**src/rtl/vga_text_writer.sv**
```systemverilog
// vga_text_writer
// Wishbone master feeding the VGA text controller's register port. Holds a
// cursor on the character grid, interprets CR/LF/BS, issues the register
// write sequence per glyph or screen clear and polls the controller's busy
// bit before taking the next byte.
module vga_text_writer #(
    parameter int COLS       = 40,
    parameter int ROWS       = 30,
    parameter int POLL_LIMIT = 400000
) (
    input  logic        wb_clk_i,
    input  logic        wb_rst_i,
    input  logic [7:0]  ch_data,
    input  logic        ch_valid,
    output logic        ch_ready,
    input  logic        clear_req,
    input  logic [23:0] fg_color,
    input  logic [23:0] bg_color,
    output logic        wbm_cyc_o,
    output logic        wbm_stb_o,
    output logic        wbm_we_o,
    output logic [7:0]  wbm_adr_o,
    output logic [31:0] wbm_dat_o,
    output logic [3:0]  wbm_sel_o,
    input  logic [31:0] wbm_dat_i,
    input  logic        wbm_ack_i,
    input  logic        wbm_err_i,
    output logic [4:0]  cursor_row,
    output logic [5:0]  cursor_col,
    output logic        busy,
    output logic        err
);

    localparam int PW = $clog2(POLL_LIMIT + 1);

    localparam logic [7:0] ADR_CTRL   = 8'h00;
    localparam logic [7:0] ADR_STATUS = 8'h04;
    localparam logic [7:0] ADR_POS    = 8'h08;
    localparam logic [7:0] ADR_ASCII  = 8'h0C;
    localparam logic [7:0] ADR_FG     = 8'h10;
    localparam logic [7:0] ADR_BG     = 8'h14;

    typedef enum logic [3:0] {
        IDLE     = 4'd0,
        DECODE   = 4'd1,
        WR_POS   = 4'd2,
        WR_ASCII = 4'd3,
        WR_FG    = 4'd4,
        WR_BG    = 4'd5,
        WR_CTRL  = 4'd6,
        POLL     = 4'd7,
        GAP      = 4'd8
    } state_t;

    state_t        state_q, state_d;
    state_t        ret_q, ret_d;        // state entered when the gap ends
    logic          gap_q, gap_d;        // one extra idle cycle (after control write)
    logic [7:0]    byte_q, byte_d;
    logic [23:0]   fg_q, fg_d;
    logic [23:0]   bg_q, bg_d;
    logic          clr_mode_q, clr_mode_d;
    logic          clr_pend_q, clr_pend_d;
    logic [4:0]    row_q, row_d;
    logic [5:0]    col_q, col_d;
    logic [PW-1:0] poll_q, poll_d;
    logic          err_q, err_d;
    logic          busy_q, busy_d;
    logic          cyc_q, cyc_d;
    logic          we_q, we_d;
    logic [7:0]    adr_q, adr_d;
    logic [31:0]   dat_q, dat_d;
    logic [3:0]    sel_q, sel_d;

    logic          ch_ready_s;
    logic          accept_s;
    logic          unused_s;

    // Row advance wraps to the top line; the screen never scrolls.
    function automatic logic [4:0] row_inc(input logic [4:0] r);
        if (r == 5'(ROWS - 1)) begin
            return 5'd0;
        end else begin
            return r + 5'd1;
        end
    endfunction

    assign ch_ready_s = (state_q == IDLE) && !clr_pend_q && !clear_req && !wb_rst_i;
    assign accept_s   = ch_valid && ch_ready_s;
    assign unused_s   = ^wbm_dat_i[31:1];

    // Next-state, cursor and bus-request computation; bus outputs follow the next state.
    always_comb begin
        state_d    = state_q;
        ret_d      = ret_q;
        gap_d      = gap_q;
        byte_d     = byte_q;
        fg_d       = fg_q;
        bg_d       = bg_q;
        clr_mode_d = clr_mode_q;
        clr_pend_d = clr_pend_q | clear_req;
        row_d      = row_q;
        col_d      = col_q;
        poll_d     = poll_q;
        err_d      = err_q;

        case (state_q)
            IDLE: begin
                if (clr_pend_q || clear_req) begin
                    state_d    = WR_BG;
                    clr_mode_d = 1'b1;
                    bg_d       = bg_color;
                    clr_pend_d = 1'b0;
                end else if (accept_s) begin
                    state_d    = DECODE;
                    clr_mode_d = 1'b0;
                    byte_d     = ch_data;
                    fg_d       = fg_color;
                    bg_d       = bg_color;
                end else begin
                    state_d = IDLE;
                end
            end
            DECODE: begin
                if (byte_q >= 8'h20 && byte_q <= 8'h7E) begin
                    state_d = WR_POS;
                end else begin
                    state_d = IDLE;
                    case (byte_q)
                        8'h0A: begin
                            col_d = 6'd0;
                            row_d = row_inc(row_q);
                        end
                        8'h0D: begin
                            col_d = 6'd0;
                        end
                        8'h08: begin
                            if (col_q != 6'd0) begin
                                col_d = col_q - 6'd1;
                            end else begin
                                col_d = col_q;
                            end
                        end
                        default: begin
                            col_d = col_q;
                        end
                    endcase
                end
            end
            WR_POS, WR_ASCII, WR_FG, WR_BG, WR_CTRL: begin
                if (wbm_err_i) begin
                    err_d   = 1'b1;
                    state_d = IDLE;
                end else if (wbm_ack_i) begin
                    state_d = GAP;
                    gap_d   = (state_q == WR_CTRL);
                    poll_d  = {PW{1'b0}};
                    case (state_q)
                        WR_POS:   ret_d = WR_ASCII;
                        WR_ASCII: ret_d = WR_FG;
                        WR_FG:    ret_d = WR_BG;
                        WR_BG:    ret_d = WR_CTRL;
                        WR_CTRL:  ret_d = POLL;
                        default:  ret_d = IDLE;
                    endcase
                end else begin
                    state_d = state_q;
                end
            end
            POLL: begin
                if (wbm_err_i) begin
                    err_d   = 1'b1;
                    state_d = IDLE;
                end else if (wbm_ack_i) begin
                    if (wbm_dat_i[0]) begin
                        if (poll_q == PW'(POLL_LIMIT - 1)) begin
                            err_d   = 1'b1;
                            state_d = IDLE;
                        end else begin
                            poll_d  = poll_q + PW'(1);
                            state_d = GAP;
                            ret_d   = POLL;
                            gap_d   = 1'b0;
                        end
                    end else begin
                        state_d = IDLE;
                        if (clr_mode_q) begin
                            row_d = 5'd0;
                            col_d = 6'd0;
                        end else if (col_q == 6'(COLS - 1)) begin
                            col_d = 6'd0;
                            row_d = row_inc(row_q);
                        end else begin
                            col_d = col_q + 6'd1;
                            row_d = row_q;
                        end
                    end
                end else begin
                    state_d = state_q;
                end
            end
            GAP: begin
                if (gap_q) begin
                    gap_d = 1'b0;
                end else begin
                    state_d = ret_q;
                end
            end
            default: begin
                state_d = IDLE;
            end
        endcase

        cyc_d = 1'b0;
        we_d  = 1'b0;
        adr_d = 8'h00;
        dat_d = 32'h0000_0000;
        case (state_d)
            WR_POS: begin
                cyc_d = 1'b1;
                we_d  = 1'b1;
                adr_d = ADR_POS;
                dat_d = {19'h0, row_q, 2'b00, col_q};
            end
            WR_ASCII: begin
                cyc_d = 1'b1;
                we_d  = 1'b1;
                adr_d = ADR_ASCII;
                dat_d = {24'h0, byte_d};
            end
            WR_FG: begin
                cyc_d = 1'b1;
                we_d  = 1'b1;
                adr_d = ADR_FG;
                dat_d = {8'h0, fg_d};
            end
            WR_BG: begin
                cyc_d = 1'b1;
                we_d  = 1'b1;
                adr_d = ADR_BG;
                dat_d = {8'h0, bg_d};
            end
            WR_CTRL: begin
                cyc_d = 1'b1;
                we_d  = 1'b1;
                adr_d = ADR_CTRL;
                dat_d = clr_mode_d ? 32'h0000_0002 : 32'h0000_0001;
            end
            POLL: begin
                cyc_d = 1'b1;
                we_d  = 1'b0;
                adr_d = ADR_STATUS;
                dat_d = 32'h0000_0000;
            end
            default: begin
                cyc_d = 1'b0;
            end
        endcase
        sel_d  = cyc_d ? 4'hF : 4'h0;
        busy_d = (state_d != IDLE) || clr_pend_d;
    end

    // State, cursor, latched byte/colours and registered bus outputs.
    always_ff @(posedge wb_clk_i or posedge wb_rst_i) begin
        if (wb_rst_i) begin
            state_q    <= IDLE;
            ret_q      <= IDLE;
            gap_q      <= 1'b0;
            byte_q     <= 8'h00;
            fg_q       <= 24'h0;
            bg_q       <= 24'h0;
            clr_mode_q <= 1'b0;
            clr_pend_q <= 1'b0;
            row_q      <= 5'd0;
            col_q      <= 6'd0;
            poll_q     <= {PW{1'b0}};
            err_q      <= 1'b0;
            busy_q     <= 1'b0;
            cyc_q      <= 1'b0;
            we_q       <= 1'b0;
            adr_q      <= 8'h00;
            dat_q      <= 32'h0000_0000;
            sel_q      <= 4'h0;
        end else begin
            state_q    <= state_d;
            ret_q      <= ret_d;
            gap_q      <= gap_d;
            byte_q     <= byte_d;
            fg_q       <= fg_d;
            bg_q       <= bg_d;
            clr_mode_q <= clr_mode_d;
            clr_pend_q <= clr_pend_d;
            row_q      <= row_d;
            col_q      <= col_d;
            poll_q     <= poll_d;
            err_q      <= err_d;
            busy_q     <= busy_d;
            cyc_q      <= cyc_d;
            we_q       <= we_d;
            adr_q      <= adr_d;
            dat_q      <= dat_d;
            sel_q      <= sel_d;
        end
    end

    assign ch_ready   = ch_ready_s;
    assign wbm_cyc_o  = cyc_q;
    assign wbm_stb_o  = cyc_q;
    assign wbm_we_o   = we_q;
    assign wbm_adr_o  = adr_q;
    assign wbm_dat_o  = dat_q;
    assign wbm_sel_o  = sel_q;
    assign cursor_row = row_q;
    assign cursor_col = col_q;
    assign busy       = busy_q;
    assign err        = err_q;

endmodule

```
**config.mk**
```make
export PLATFORM = sky130hd
export DESIGN_NAME = vga_text_writer
export DESIGN_NICKNAME = d
export VERILOG_FILES = /design/src/rtl/vga_text_writer.sv
export SDC_FILE = /design/constraint.sdc
export NUM_CORES = 1
export LEC_CHECK = 0
export ABC_AREA = 1
export CAP_MARGIN = 20
export CORE_MARGIN = 3
export CORE_UTILIZATION = 40
export DETAILED_ROUTE_END_ITERATION = 8
export PLACE_DENSITY_LB_ADDON = 0.05
export SETUP_SLACK_MARGIN = 0.2
export SYNTH_ARGS = -nofsm -noshare
export SYNTH_HDL_FRONTEND = slang
export SYNTH_SLANG_ARGS = --single-unit
```
**constraint.sdc**
```tcl
create_clock -name wb_clk_i -period 4.3 [get_ports wb_clk_i]
set_clock_uncertainty 0.1 [all_clocks]
set_input_delay 0.43 -clock wb_clk_i [delete_from_list [all_inputs] [get_ports wb_clk_i]]
set_output_delay 0.43 -clock wb_clk_i [all_outputs]
set_load 0.1 [all_outputs]
```
After elaboration in Yosys (flattened, before gate mapping)
Index checks and enable logic that the tools add are counted.
{ "word_totals": {"ff_bits": 145, "input_bits": 94, "out_inout_bits": 61, "word_cells": 163} }
{ "classes": {"addsub": 4, "n_lt_le_gt_ge": 2, "n_eq_ne": 36, "n_mux": 77, "n_bitwise": 1, "n_reduce_logical": 25} }
{ "op_table": {"columns": ["cell", "n"], "rows": [
  ["two-way mux 24 bit", 6],
  ["one-hot mux 24 bit (5 select lines)", 1],
  ["two-way mux 19 bit", 6],
  ["two-way mux 4 bit", 14],
  ["two-way mux 6 bit", 7],
  ["two-way mux 5 bit", 8],
  ["one-hot mux 19 bit (2 select lines)", 1],
  ["equality test 4 x 3 -> 1 bit, second input constant", 8],
  ["AND reduction 7 bit", 4],
  ["one-hot mux 5 bit (5 select lines)", 1],
  ["equality test 8 x 4 -> 1 bit, second input constant", 3],
  ["two-way mux 8 bit", 3],
  ["one-hot mux 6 bit (2 select lines)", 2],
  ["one-hot mux 4 bit (5 select lines)", 1],
  ["adder 19 x 1 -> 19 bit, second input constant", 1],
  ["equality test 19 bit, second input constant", 1],
  ["two-way mux 1 bit", 19],
  ["!= test 2 bit, second input constant", 9],
  ["!= test 3 bit, second input constant", 6],
  ["equality test 4 x 2 -> 1 bit, second input constant", 4],
  ["one-hot mux 3 bit (5 select lines)", 1],
  ["one-hot mux 5 bit (2 select lines)", 1],
  ["OR reduction 5 bit", 2],
  ["greater-or-equal comparator 8 x 6 -> 1 bit, second input constant", 1],
  ["26 further kinds", 35]
]} }

Depth between registers and ports, before layout
Gate-level depths: netlist of run 1.
{ "depth": {"depth_word": 12, "mapped_depth": 13, "ltp_nobuf": 13} }

Worst setup path after synthesis of run 1
No wires, ideal clock.
{ "synth_timing": {"kind": "input to register", "startpoint": "input wb_rst_i", "endpoint": "register dat_q[1] (netlist: wbm_dat_o[1])", "setup_time_ns": 0.117, "t_arrival_ns": 5.002, "required_ns": 4.083, "setup_slack_ns": -0.919, "stages": 10, "path_buffers": 1, "path_cell_list": "inv_1 nand2_1 nor2_4 a21oi_4 buf_2 or2_1 o21ai_1 nor2_1 nor2_1 nand2_1"} }
{ "synth_between": {"elab_chain_cells": 8, "word_cells_on_any_way": 25, "classes_between": "eq/ne: 5; mux: 17; reduce/logical: 3"} }
{ "synth_lines": {"columns": ["item", "line", "source"], "rows": [
  ["start, declared", "12", "input logic wb_rst_i,"],
  ["zero test 1 bit (no source line) *", null, null],
  ["logical AND 1 bit *", "87", "assign ch_ready_s = (state_q == IDLE) && !clr_pend_q && !clear_req && !wb_rst_i;"],
  ["via ch_ready", "15", "output logic ch_ready,"],
  ["logical AND 1 bit *", "88", "assign accept_s = ch_valid && ch_ready_s;"],
  ["two-way mux 1 bit", "113", "end else if (accept_s) begin"],
  ["two-way mux 3 bit / two-way mux 1 bit (equally long branches)", "108", "if (clr_pend_q || clear_req) begin"],
  ["one-hot mux 4 bit (5 select lines) / two-way mux 1 bit (equally long branches)", "106", "case (state_q)"],
  ["equality test 4 x 3 -> 1 bit, or another cell as far along", "217", "case (state_d)"],
  ["one-hot mux 24 bit (5 select lines) *", "217", null],
  ["via dat_d[1]", "71", "logic [31:0] dat_q, dat_d;"],
  ["end signal, assigned", "300", "dat_q <= dat_d;"],
  ["end, declared", "71", null]
]} }
Mark *: on every way through the listed nets, which the timed path passes. The rest lies on a longest branch.
A chain may end at the register's enable or synchronous reset.

Final worst setup path of run 1
{ "layout_timing": {"startpoint": "input wb_rst_i", "endpoint": "register dat_q[11] (netlist: wbm_dat_o[11])"} }
{ "layout_between": {"elab_chain_cells": 8, "word_cells_on_any_way": 18, "classes_between": "eq/ne: 5; mux: 10; reduce/logical: 3"} }
{ "layout_lines": {"columns": ["item", "line"], "rows": [
  ["zero test 1 bit (no source line) *", null],
  ["logical AND 1 bit *", "87"],
  ["logical AND 1 bit *", "88"],
  ["two-way mux 1 bit", "113"],
  ["two-way mux 3 bit", "108"],
  ["one-hot mux 4 bit (5 select lines)", "106"],
  ["equality test 4 x 3 -> 1 bit / equality test 4 x 2 -> 1 bit (equally long branches)", "217"],
  ["one-hot mux 24 bit (5 select lines) *", "217"],
  ["via dat_d[11]", "71"]
]} }
Marked as above.

==> results.txt, run 1 <==
f_max: 0.348 GHz
CP bufs+invs: 4
cell family contributing the most delay on the critical path: buffers and inverters
Sinks on Clock Net: 127
fin nets: 964
# hold bufs at CTS: 0
pre-CTS setup slack: 0.937 ns
die area: 0.0178 sq mm
via/cell ratio: 4.90
DR iter-0 viols: 370
setup TNS: 0 ns
Core ar.: 0.0155 sq mm
crit path cell chain: clkdlybuf4s50_1 -> clkinvlp_4 -> nand2_1 -> nor2_4 -> a21oi_4 -> inv_2 -> nor2_2 -> nand3_2 -> clkinv_2 -> nand2_1 -> nand3_1
Placed Area: 0.00764 sq mm
Static Leak: 3.89 nW
post-CTS resize count: 0
final setup vio count: 0
Initial Util: 0.417
Die X: 133 microns
PwrDens: 750 mW/mm^2
first-pass GRT wire length: 26.4 mm
# diodes: 0
Yosys cell types: 50
sequential fraction of the synthesis area: 0.490
mapped cell area: 0.00648 sq mm
Top FF cell, synth: dfrtp_1
vias in the first global route: 5,359
flops & latches, synth: 127
part of the power in registers: 0.291
crit path DAT: 3.13 ns
CP max-delay cell: a21oi_4
Synth-to-Final Area Change: 27.9%
grt ovf: 0
Core Util, Final: 0.534
# IOs: 155
dpl hpwl: 11.3 mm
outcome: complete, no violations
Port Buffers: 110
Worst IR Drop VDD: 0.441 mV
Max-Cap Viols: 0
fin crit period: 2.87 ns
worst setup margin: 1.43 ns
initial antenna violation count: 0
Rows: 45
Clk pwr share: 0.242
clock root cell: clkbuf_16
worst stage delay on the critical path: 0.53 ns
asr flop ratio synth: 1.00
Final Hold Viols: 0
Final GP Congestion: 0.849
critical path's most frequent cell: nand2_1
via count: 5,329
worst slew pin tran: 1.03 ns
Post-synth EDFFs: 0
clock-pin slew on the worst setup and hold paths: 0.06 ns
wire per inst: 14.9 microns
clock latency on the worst-skew pair: 0.42 ns
Crit. End Element: register
pin count of the biggest net entering global routing: 80
final instance area: 0.00829 sq mm
H-tree depth: 4
CTS Buffer Depth: 2
RSZ-0062 raised after global routing: no
Synth Warn #: 0
crit share post-route: 0.668
Hold/Removal Path Class: reg -> reg
CTS Buf Count: 17
Die Span Y: 133 microns
required time worst endpoint: 4.55 ns
commonest non-fill, non-tap cell in the layout: nand2_1
Slew Viols, Final: 0
commonest cells after routing, fill and taps aside: 204 x nand2_1, 127 x dfrtp_1, 109 x clkdlybuf4s50_1
Net Sw Frac: 0.468
gr usage total: 0.187
Routed WL: 16.2 mm
P_int: 3.31 mW
Post-CTS Setup Repair Bufs: 0
TritonCTS clock tree: yes
mean post-synth cell area: 8.57 sq um
layout cells sized above 1: 0.127
NetSw: 2.91 mW
type of origin of the critical path: primary input
TritonRoute pass-1 iters: 5
drt drc: 0
Routed Antenna Nets: 0
critical path class: in -> reg
final hold slack: 0.371 ns
Synth Instances: 756
combinational share of power: 0.467
relative max-transition margin: 0.314
CP Max Fanout: 29
==> cell usage after synthesis, types with 4 or more instances <==
| cell | count | area, sq um |
|---|---|---|
| o21ai_0 | 28 | 140 |
| nand3_2 | 4 | 40.0 |
| nor2_1 | 71 | 267 |
| buf_6 | 4 | 45.0 |
| buf_2 | 8 | 40.0 |
| nand2_1 | 204 | 766 |
| dfrtp_1 | 127 | 3180 |
| inv_1 | 59 | 221 |
| xor2_1 | 14 | 123 |
| buf_4 | 23 | 173 |
| o21ai_1 | 6 | 30.0 |
| nand2_2 | 7 | 43.8 |
| ha_1 | 6 | 75.1 |
| inv_2 | 11 | 41.3 |
| nand4_1 | 15 | 93.8 |
| o31ai_1 | 8 | 60.1 |
| nand3_1 | 57 | 285 |
| nand3_4 | 4 | 70.1 |
| mux2_2 | 20 | 225 |
| nor2_2 | 9 | 56.3 |
| nor3_1 | 15 | 75.1 |
| a21oi_1 | 14 | 70.1 |
==> power groups by stage <==
stage	Clock (mW)	Sequential [mW]	Combinational [mW]
after global placement	0	1.82	2.89
after global routing	1.59	1.85	3.17
final	1.50	1.81	2.91
after floorplan	0	2.46	1.70
after detailed placement	0	1.83	2.91
after CTS	1.54	1.81	2.93
==> flip-flops by register name, indices dropped and copies added, names as in the netlist, 3 cells and up <==
register and flops:
bg_q 24, poll_q 19, byte_q 8, ret_q 3, state_q 4, fg_q 24
cursor_row 5, wbm_adr_o 3, wbm_dat_o 24, cursor_col 6
==> routing by layer <==
metal,GRT usage,wire (microns)
met1,0.242,7280
met2,0.299,7730
met3,0.0502,910
met4,0.0771,259
met5,0,0
==> layout make-up <==
class	count	area [sq um]
clock buffer	18	439
fill	1493	7250
sequential	127	3180
tap	211	264
inverter	72	278
clock inverter	14	179
multi-input combinational	532	2810
timing repair buffer	114	1150
==> worst paths after layout <==
| path | start | end | slack [ns] | cells after the start |
|---|---|---|---|---|
| worst max register to register | state_q[3] | wbm_dat_o[11] | 1.46 | 10 |
| min in group asynchronous | wb_rst_i | bg_q[14] | 0.50 | 3 |
| worst min register to register | bg_q[13] | bg_q[13] | 0.37 | 2 |
| worst min-delay path | bg_q[13] | bg_q[13] | 0.37 | 2 |
| worst max-delay path | wb_rst_i | wbm_dat_o[11] | 1.43 | 11 |
| max in group asynchronous | wb_rst_i | state_q[1] | 2.53 | 5 |
==> through the flow <==
stage,instances,total power [mW]
2_1_floorplan,768,4.16
3_3_place_gp,1054,4.70
3_5_place_dp,1054,4.74
4_1_cts,1086,6.28
5_1_grt,1088,6.62
6_report,1088,6.22
==> worst register-to-register path, stage by stage (launching register included) <==
cell and delay, ns:
dfrtp_1 0.50, nor2_1 0.12, nand2_2 0.12, nor2_4 0.08
a21oi_4 0.53, inv_2 0.43, nor2_2 0.27, nand3_2 0.16
clkinv_2 0.27, nand2_1 0.09, nand3_1 0.10
==> cells by family after synthesis <==
| group | count (synthesis) | synth area share |
|---|---|---|
| multiplexers | 20 | 0.0347 |
| buffers and inverters | 109 | 0.0832 |
| other | 1 | 0.000578 |
| flip-flops | 127 | 0.490 |
| adder cells (fa/ha/maj) | 6 | 0.0116 |
| AND/OR/NAND/NOR | 407 | 0.293 |
| XOR/XNOR | 17 | 0.0230 |
| AO/OA/AOI/OAI | 69 | 0.0633 |
Note: power is estimated with default switching activity, not from simulation.
==> run 2: changes to the inputs <==
==> constraint.sdc (replaced) <==
create_clock -name wb_clk_i -period 2.41 [get_ports wb_clk_i]
set_clock_uncertainty 0.1 [all_clocks]
set_input_delay 0.241 -clock wb_clk_i [delete_from_list [all_inputs] [get_ports wb_clk_i]]
set_output_delay 0.241 -clock wb_clk_i [all_outputs]
set_load 0.1 [all_outputs]
==> results.txt, run 2 (synthesis gave the netlist of run 1 again) <==
outcome: complete, no violations
Port Buffers: 110 (unchanged)
Final GP Congestion: 0.845 (-0.38%)
final instance area: 0.00852 sq mm (+2.7%)
Core Util, Final: 0.548 (+0.0143)
commonest cells after routing, fill and taps aside: 201 x nand2_1, 123 x dfrtp_1, 75 x buf_4
dpl hpwl: 11.7 mm (+3.0%)
drt drc: 0 (unchanged)
PwrDens: 1350 mW/mm^2 (+80%)
Max-Cap Viols: 0 (unchanged)
relative max-transition margin: 0.554 (+0.240)
die area: 0.0178 sq mm (unchanged)
Synth-to-Final Area Change: 31.4%
met2 WL: 8.01 mm (+3.7%)
layout cells sized above 1: 0.222 (+0.0953)
Routed WL: 16.7 mm (+3.3%)
# diodes: 0 (unchanged)
FILL cells: 1,442 (-3.4%)
final setup vio count: 0 (unchanged)
CP Max Fanout: 8 (-72%)
Die X: 133 microns (unchanged)
Initial Util: 0.417 (unchanged)
vias in the first global route: 5,398 (+0.73%)
initial antenna violation count: 0 (unchanged)
Final Hold Viols: 0 (unchanged)
TritonCTS clock tree: yes
type of origin of the critical path: register
TritonRoute pass-1 iters: 5 (unchanged)
# IOs: 155 (unchanged)
clock root cell: clkbuf_16
via count: 5,484 (+2.9%)
Sinks on Clock Net: 127 (unchanged)
f_max: 0.479 GHz
DR WL met3: 820 microns (-9.9%)
fin crit period: 2.09 ns
CTS Buffer Depth: 2 (unchanged)
clock-pin slew on the worst setup and hold paths: 0.06 ns (about the same)
CTS Buf Count: 17 (unchanged)
via/cell ratio: 4.91 (+0.24%)
final hold slack: 0.283 ns (-0.0875 ns)
RSZ-0062 raised after global routing: no
first-pass GRT wire length: 27.2 mm (+3.0%)
fin nets: 993 (+3.0%)
total power draw: 11.5 mW (+85%)
grt ovf: 0 (unchanged)
top layer in use: met4
Placed Area: 0.00776 sq mm (+1.6%)
Core ar.: 0.0155 sq mm (unchanged)
Slew Viols, Final: 0 (unchanged)
crit share post-route: 0.867
critical path class: reg -> reg
wire per inst: 15.0 microns (+0.64%)
crit path DAT: 2.35 ns (-0.78 ns)
gr usage total: 0.192 (+0.00472)
Worst IR Drop VDD: 0.805 mV (+82%)
Static Leak: 4.18 nW (+7.5%)
H-tree depth: 4 (unchanged)
met1 WL: 7.64 mm (+5.0%)
Crit. End Element: register
DR iter-0 viols: 314 (-15%)
Hold/Removal Path Class: in -> reg
commonest non-fill, non-tap cell in the layout: nand2_1
worst slew pin tran: 0.669 ns (-0.357 ns)
pin count of the biggest net entering global routing: 128 (+60%)
clock latency on the worst-skew pair: 0.42 ns (about the same)
Rows: 45 (unchanged)
required time worst endpoint: 2.67 ns (-1.88 ns)
Routed Antenna Nets: 0 (unchanged)
Die Span Y: 133 microns (unchanged)
[run 2: cell count changes in the layout (fill, tap and decap cells not counted), moves of 4 or more]
cell,delta
buf_12,+4
buf_4,+72
clkdlybuf4s50_1,-47
clkinvlp_4,-5
dfrtp_1,-4
dfrtp_2,+4
mux2_2,-9
mux2_4,+9
[run 2: power by group]
part / internal, mW / switching, mW
clock: 1.69 / 0.971
sequential: 2.87 / 0.368
combinational: 1.63 / 3.99
[run 2: what timing repair did]
| item | 4_1_cts | 5_1_grt |
|---|---|---|
| setup buffers | 0 | 12 |
| hold buffers | 0 | 0 |
| resized for setup | 0 | 15 |
| hold endpoints to repair | 0 | 0 |
| endpoints found under the setup margin | 0 | 42 |
[run 2: final cells by class]
class                           count  area, sq um  area share
Multi-Input combinational cell    533         2910       0.341
Clock inverter                     12          154      0.0181
Sequential cell                   127         3180       0.374
Inverter                           72          282      0.0331
Tap cell                          211          264      0.0310
Timing Repair Buffer              142         1270       0.149
Clock buffer                       20          457      0.0536
[run 2: worst max-delay path, cell delays in order, from the launching register on]
cell and delay [ns]:
dfrtp_2 0.46, buf_4 0.16, nor2_4 0.14, nand2_1 0.11
nand2_1 0.07, nor2_1 0.06, nor2_2 0.21, nor2_8 0.10
nor2_4 0.25, and2_4 0.23, nand2_1 0.07, nand3_1 0.07
[run 2: per-stage QoR]
step / cells / setup TNS [ns] / setup WS [ns]
2_1_floorplan: 768 / -98.45 / -1.32
3_3_place_gp: 1072 / 0 / 0.0656
3_5_place_dp: 1072 / 0 / 0.0659
4_1_cts: 1104 / 0 / 0.214
5_1_grt: 1117 / 0 / 0.187
6_report: 1117 / 0 / 0.320
[run 2: layer usage]
metal	GRT usage	vias to the layer above
met5	0	-
met4	0.0640	0
met3	0.0438	20
met2	0.312	182
met1	0.255	2590
li1	-	2692
[run 2: path summary, 6_finish.rpt]
kind	startpoint	endpoint	slack, ns	cells past startpoint
min in group asynchronous	wb_rst_i	ret_q[1]	0.34	3
min reg2reg	bg_q[23]	bg_q[23]	0.37	2
min	bg_color[9]	bg_q[9]	0.28	3
max reg2reg	state_q[3]	wbm_dat_o[9]	0.32	11
max	state_q[3]	wbm_dat_o[9]	0.32	11
max in group asynchronous	wb_rst_i	state_q[1]	1.36	3
==> run 3: changes to the inputs <==
--- a/config.mk
+++ b/config.mk
@@ -6,9 +6,10 @@
 export NUM_CORES = 1
 export LEC_CHECK = 0
 export ABC_AREA = 1
-export CAP_MARGIN = 20
+export CAP_MARGIN = 30
 export CORE_MARGIN = 3
 export CORE_UTILIZATION = 40
+export CTS_CLUSTER_SIZE = 14
 export DETAILED_ROUTE_END_ITERATION = 8
 export PLACE_DENSITY_LB_ADDON = 0.05
 export SETUP_SLACK_MARGIN = 0.2
==> results of run 3 <==
Final layout, timing and power as in run 2 (identical DEF).
